### src/rtl/compat_trig_sched_if.sv
// compat_trig_sched_if: request/readout bundle between the trigger scheduler
// and the surrounding acquisition logic. Clock and reset stay outside the bundle.
interface compat_trig_sched_if;
  logic        SYNC;
  logic [3:0]  TRIG_IN;
  logic [3:0]  SRC_ENABLE;
  logic [11:0] HOLDOFF;
  logic        ACK;
  logic [1:0]  ENABLE40;
  logic        TRIG_OUT;
  logic [3:0]  TRIG_SRC;
  logic        BUSY;
  logic [15:0] LOST_COUNT;

  // Driver side: the acquisition controller / testbench.
  modport master (
    output SYNC, TRIG_IN, SRC_ENABLE, HOLDOFF, ACK,
    input  ENABLE40, TRIG_OUT, TRIG_SRC, BUSY, LOST_COUNT
  );

  // Scheduler side.
  modport slave (
    input  SYNC, TRIG_IN, SRC_ENABLE, HOLDOFF, ACK,
    output ENABLE40, TRIG_OUT, TRIG_SRC, BUSY, LOST_COUNT
  );
endinterface

### src/rtl/compat_trig_sched.sv
// compat_trig_sched: trigger scheduler running at 120 MHz.
// Generates the 40 MHz phase (0,1,2) for downsampled trigger modules, fires a
// one-cycle trigger on any enabled request, then holds off for HOLDOFF 40 MHz
// ticks and/or waits for the readout acknowledge before re-arming.
// Optional feature macro: COMPAT_TRIG_LOST_COUNT_EN -- when defined, LOST_COUNT
// counts (saturating) request rising edges seen while busy; otherwise it is 0.
module compat_trig_sched (
  input  logic                CLK120,
  input  logic                RESET_N,
  compat_trig_sched_if.slave  bus
);

  typedef enum logic [1:0] {
    IDLE     = 2'd0,
    FIRE     = 2'd1,
    HOLDOFF  = 2'd2,
    WAIT_ACK = 2'd3
  } state_t;

  state_t      state, state_n;
  logic [1:0]  phase;
  logic [11:0] hold_cnt;
  logic        ack_lat;
  logic [3:0]  trig_src;
  logic [3:0]  req;
  logic        req_any;
  logic        ack_seen;
  logic        busy;

  assign req      = bus.TRIG_IN & bus.SRC_ENABLE;
  assign req_any  = |req;
  // An ACK arriving in the current cycle counts as already latched, so an ACK
  // in the FIRE cycle or the last holdoff cycle skips WAIT_ACK.
  assign ack_seen = ack_lat | bus.ACK;
  assign busy     = (state != IDLE);

  // 40 MHz phase counter; SYNC realigns it to the ADC strobe.
  always_ff @(posedge CLK120 or negedge RESET_N) begin
    if (!RESET_N)              phase <= 2'd0;
    else if (bus.SYNC)         phase <= 2'd0;
    else if (phase == 2'd2)    phase <= 2'd0;
    else                       phase <= phase + 2'd1;
  end

  // Next-state logic of the fire / holdoff / acknowledge sequence.
  always_comb begin
    state_n = state;
    case (state)
      IDLE:     if (req_any) state_n = FIRE;
      FIRE: begin
        if (bus.HOLDOFF != 12'd0) state_n = HOLDOFF;
        else if (ack_seen)        state_n = IDLE;
        else                      state_n = WAIT_ACK;
      end
      HOLDOFF: begin
        // The tick that takes the counter from 1 to 0 is the last busy cycle.
        if ((phase == 2'd2) && (hold_cnt <= 12'd1))
          state_n = ack_seen ? IDLE : WAIT_ACK;
      end
      WAIT_ACK: if (ack_seen) state_n = IDLE;
      default:  state_n = IDLE;
    endcase
  end

  // State register.
  always_ff @(posedge CLK120 or negedge RESET_N) begin
    if (!RESET_N) state <= IDLE;
    else          state <= state_n;
  end

  // Holdoff counter: loaded in FIRE, counts 40 MHz ticks in HOLDOFF.
  always_ff @(posedge CLK120 or negedge RESET_N) begin
    if (!RESET_N)
      hold_cnt <= 12'd0;
    else if (state == FIRE)
      hold_cnt <= bus.HOLDOFF;
    else if ((state == HOLDOFF) && (phase == 2'd2) && (hold_cnt != 12'd0))
      hold_cnt <= hold_cnt - 12'd1;
  end

  // ACK latch: captures ACK from FIRE onward, cleared whenever IDLE is next.
  always_ff @(posedge CLK120 or negedge RESET_N) begin
    if (!RESET_N)                     ack_lat <= 1'b0;
    else if (state_n == IDLE)         ack_lat <= 1'b0;
    else if (busy && bus.ACK)         ack_lat <= 1'b1;
  end

  // Source mask captured on the IDLE->FIRE transition, held until next fire.
  always_ff @(posedge CLK120 or negedge RESET_N) begin
    if (!RESET_N)                        trig_src <= 4'd0;
    else if ((state == IDLE) && req_any) trig_src <= req;
  end

  assign bus.ENABLE40 = phase;
  assign bus.TRIG_OUT = (state == FIRE);
  assign bus.TRIG_SRC = trig_src;
  assign bus.BUSY     = busy;

`ifdef COMPAT_TRIG_LOST_COUNT_EN
  logic        req_prev;
  logic [15:0] lost_cnt;

  function automatic logic [15:0] sat_inc16(input logic [15:0] v);
    return (v == 16'hFFFF) ? v : v + 16'd1;
  endfunction

  // Count request rising edges that arrive while busy, saturating at 65535.
  always_ff @(posedge CLK120 or negedge RESET_N) begin
    if (!RESET_N) begin
      req_prev <= 1'b0;
      lost_cnt <= 16'd0;
    end else begin
      req_prev <= req_any;
      if (busy && req_any && !req_prev)
        lost_cnt <= sat_inc16(lost_cnt);
    end
  end

  assign bus.LOST_COUNT = lost_cnt;
`else
  assign bus.LOST_COUNT = 16'd0;
`endif

endmodule
### src/flat_wrapper.sv
// flat-port wrapper written by rule: the top's interface ports become plain ports
module compat_trig_sched_flat 
  (CLK120, RESET_N, bus_SYNC, bus_TRIG_IN, bus_SRC_ENABLE, bus_HOLDOFF, bus_ACK, bus_ENABLE40, bus_TRIG_OUT, bus_TRIG_SRC, bus_BUSY, bus_LOST_COUNT);
  compat_trig_sched_if bus_i ();
  input  logic CLK120;
  input  logic RESET_N;
  input wire logic [$bits(bus_i.SYNC)-1:0] bus_SYNC;
  input wire logic [$bits(bus_i.TRIG_IN)-1:0] bus_TRIG_IN;
  input wire logic [$bits(bus_i.SRC_ENABLE)-1:0] bus_SRC_ENABLE;
  input wire logic [$bits(bus_i.HOLDOFF)-1:0] bus_HOLDOFF;
  input wire logic [$bits(bus_i.ACK)-1:0] bus_ACK;
  output wire logic [$bits(bus_i.ENABLE40)-1:0] bus_ENABLE40;
  output wire logic [$bits(bus_i.TRIG_OUT)-1:0] bus_TRIG_OUT;
  output wire logic [$bits(bus_i.TRIG_SRC)-1:0] bus_TRIG_SRC;
  output wire logic [$bits(bus_i.BUSY)-1:0] bus_BUSY;
  output wire logic [$bits(bus_i.LOST_COUNT)-1:0] bus_LOST_COUNT;
  assign bus_i.SYNC = bus_SYNC;
  assign bus_i.TRIG_IN = bus_TRIG_IN;
  assign bus_i.SRC_ENABLE = bus_SRC_ENABLE;
  assign bus_i.HOLDOFF = bus_HOLDOFF;
  assign bus_i.ACK = bus_ACK;
  assign bus_ENABLE40 = bus_i.ENABLE40;
  assign bus_TRIG_OUT = bus_i.TRIG_OUT;
  assign bus_TRIG_SRC = bus_i.TRIG_SRC;
  assign bus_BUSY = bus_i.BUSY;
  assign bus_LOST_COUNT = bus_i.LOST_COUNT;
  compat_trig_sched u_core (.CLK120(CLK120), .RESET_N(RESET_N), .bus(bus_i));
endmodule
### config.mk
export PLATFORM = sky130hd
export DESIGN_NAME = compat_trig_sched_flat
export DESIGN_NICKNAME = d
export VERILOG_FILES = /design/src/rtl/compat_trig_sched_if.sv /design/src/rtl/compat_trig_sched.sv /design/src/flat_wrapper.sv
export SDC_FILE = /design/constraint.sdc
export NUM_CORES = 1
export LEC_CHECK = 0
export BUFFER_PORTS_ARGS = -buffer_cell sky130_fd_sc_hd__buf_4
export CORE_MARGIN = 1
export CORE_UTILIZATION = 35
export DETAILED_ROUTE_END_ITERATION = 6
export GPL_ROUTABILITY_DRIVEN = 0
export HOLD_SLACK_MARGIN = 0.1
export SLEW_MARGIN = 0
export SYNTH_ARGS = -nofsm -noshare
export SYNTH_HDL_FRONTEND = slang
export SYNTH_SLANG_ARGS = --single-unit
export TNS_END_PERCENT = 50
### constraint.sdc
create_clock -name CLK120 -period 1.7 [get_ports CLK120]
set_input_delay 0.425 -clock CLK120 [delete_from_list [all_inputs] [get_ports CLK120]]
set_output_delay 0.425 -clock CLK120 [all_outputs]
set_load 0.02 [all_outputs]
==> flow_summary.ini <==
[synthesis]
synthFlopType = dfrtp_1
synth-edff-count = 0
ys.warnings.count = 0
async_flop_share_pct = 100
netlist.area_leader.share_pct = 39.4
synth_area_leaders = dfrtp_1 39%, buf_4 9.0%, nand2_1 5.6%
synth_top_area_cell = dfrtp_1
ys_ff_latch = 21
ys_types = 43
ys_seq_area_share_pct = 39.4
syn_area_um2 = 1340
avgSynthCellArea_um2 = 9.02
synthCells = 148

[final_layout]
final_cell_mix = 71 x buf_4, 21 x dfrtp_1, 20 x nand2_1
layout-drive-gt1-share_pct = 42.1
syn_to_final_growth_pct = 48.5
diodes = 0
nets = 249
fin_cells = 269
final_core_util_pct = 54.2
final_area_um2 = 1980
layout_commonest_cell = buf_4

[hold_path]
hold_class = in2reg
hp-start = bus_SYNC

[critical_path]
path_depth = 4
r2r_setup_slack_ps = -180
critPathTopFamily = simple AND/OR/NAND/NOR gates
worst_setup_path_start_kind = register
cp_max_fo = 6
worstReg2RegStart = u_core.hold_cnt[1]
rr_worst_depth = 4
startpoint = u_core.hold_cnt[1]
cpMaxStageDelayCell = or4_4
worstPathArrival_ps = 2080
cp-end-kind = register
required_ps = 1900
endpoint = u_core.hold_cnt[11]
crit_type = reg2reg
cp_common_cell = or4_4
critPathMaxStageDelay_ps = 570
path_cells = or4_4 -> or4_4 -> or3_1 -> nand4_1
worst-path-buf-inv = 0
r2r-end = u_core.hold_cnt[11]

[global_route]
antenna_found_initial = 0
grt_overflow_total = 0
grt_start_max_net_pins = 22
grt_usage_pct = 18.8
grt_pass1_wl_mm = 5.94
grt_pass1_vias = 1332

[sta]
layout_worst_path_cycle_share_pct = 111
fin_setup_tns_ps = -817
slew_viol_final = 0
rsz0062_at_grt = yes
finalCriticalPeriod_ps = 1880
setup_violations = 9
whs_ps = 317
finClkSkew_ps = 3.22
fmax_mhz = 532
fin_ws_ps = -180
hold_viol = 0

[routing]
wl_per_cell_um = 13.9
viasPerCell = 5.23
vias = 1406
drtPass1Iterations = 4
routed_wl_mm = 3.74
drc = 0
drt_iter0_drc = 81
ant_nets = 0

[die]
core_area_um2 = 3660
initial_utilization_pct = 36.5
die_width_um = 63.8
dieArea_um2 = 4070
die_h_um = 63.8
io_pins = 48
std_cell_rows = 22

[placed_design]
dp_cells = 258
pre_cts_ws_ps = -197
place_hpwl_mm = 2.89
placedInstanceArea_um2 = 1830
port_buffers = 31

[power_and_ir_drop]
peakVddDrop_mv = 0.916
leakagePower_nw = 0.937
powerDensity_nw_per_um2 = 1570
p_total_mw = 3.11

[outcome]
status = finished, violations left
violations = negative setup slack

[clocking]
cts-buffers-inserted = 3
clock_path_buffers = 2
cts_max_level = 1
clk_latency_ps = 260
cts.sinks = 21
root_buffer = clkbuf_8
clk_pin_slew_ps = 80
tritoncts = done

[job]
cap_violations = 0
[routing by layer]
layer	routed length [um]	part of all wire, %	up-vias	GRT usage [%]
li1	-	-	674	-
met1	1530	41	665	22.2
met2	1930	52	63	34.0
met3	256	6.8	4	5.18
met4	23	0.61	0	2.84
met5	0	0	-	0
[cells in the mapped netlist (2+ instances only)]
cell / number
dfrtp_1: 21
nand2_1: 20
buf_4: 16
nand3_1: 9
nor2_1: 6
nor3_1: 6
a21oi_1: 5
o21ai_0: 5
nor4_1: 4
o311ai_0: 4
or3_1: 4
clkbuf_1: 3
ha_1: 3
inv_1: 3
nand4_1: 3
or4_2: 3
a221o_1: 2
a41o_1: 2
nor2b_1: 2
nor3b_1: 2
o211ai_1: 2
or4_1: 2
[cells by family (layout without fill, tap and decap cells)]
logic type / count (synthesis) / after routing / synth area share [%]
other cells: 1 / 16 / 0.281
buf+inv: 22 / 80 / 10.7
compound gates: 30 / 30 / 16.9
simple gates: 70 / 70 / 29.2
flops: 21 / 21 / 39.4
mux: 1 / 1 / 0.750
fa+ha+maj: 3 / 3 / 2.81
[repair_timing]
| item | 4_1_cts | 5_1_grt |
|---|---|---|
| hold endpoints to repair | 21 | 0 |
| setup endpoints to repair | 9 | 14 |
| pin swaps | 4 | 3 |
| gates resized for setup | 7 | 7 |
| buffers inserted | 2 | 4 |
| hold buffers | 1 | 0 |
[report_power, final]
group | total (mW) | internal (mW) | leakage, nW | switching, mW
clock | 0.331 | 0.167 | 0.0228 | 0.164
combinational | 1.85 | 0.969 | 0.655 | 0.884
sequential | 0.922 | 0.723 | 0.259 | 0.199
total | 3.11 | 1.86 | 0.937 | 1.25
[worst min path at each step]
stage                        endpoint  slack, ps  cells after the start
6_report       u_core.bus.ENABLE40[0]        320                      2
5_1_grt        u_core.bus.ENABLE40[0]        300                      2
4_1_cts        u_core.bus.ENABLE40[0]        310                      2
3_5_place_dp       u_core.hold_cnt[7]        330                      1
3_3_place_gp       u_core.hold_cnt[7]        330                      1
2_1_floorplan          u_core.ack_lat        130                      0
[state kept, by name (all words and copies together) (netlist names)]
name and cells:
u_core.state 2, u_core.hold_cnt 12, u_core.ack_lat 1, u_core.bus.ENABLE40 2, u_core.bus.TRIG_SRC 4
[worst reg2reg max path, stage by stage, from the launching register on]
cell and delay (ps):
dfrtp_1 430, or4_4 570, or4_4 430, or3_1 310, nand4_1 70
[area by class of cell]
type,count,area [um^2]
tap,48,60.1
multi-input combinational,120,787
sequential,21,526
clock buffer,4,45.0
timing repair buffer,73,554
inverter,3,11.3
fill,337,1680
Power figures use the tool's default switching activity.
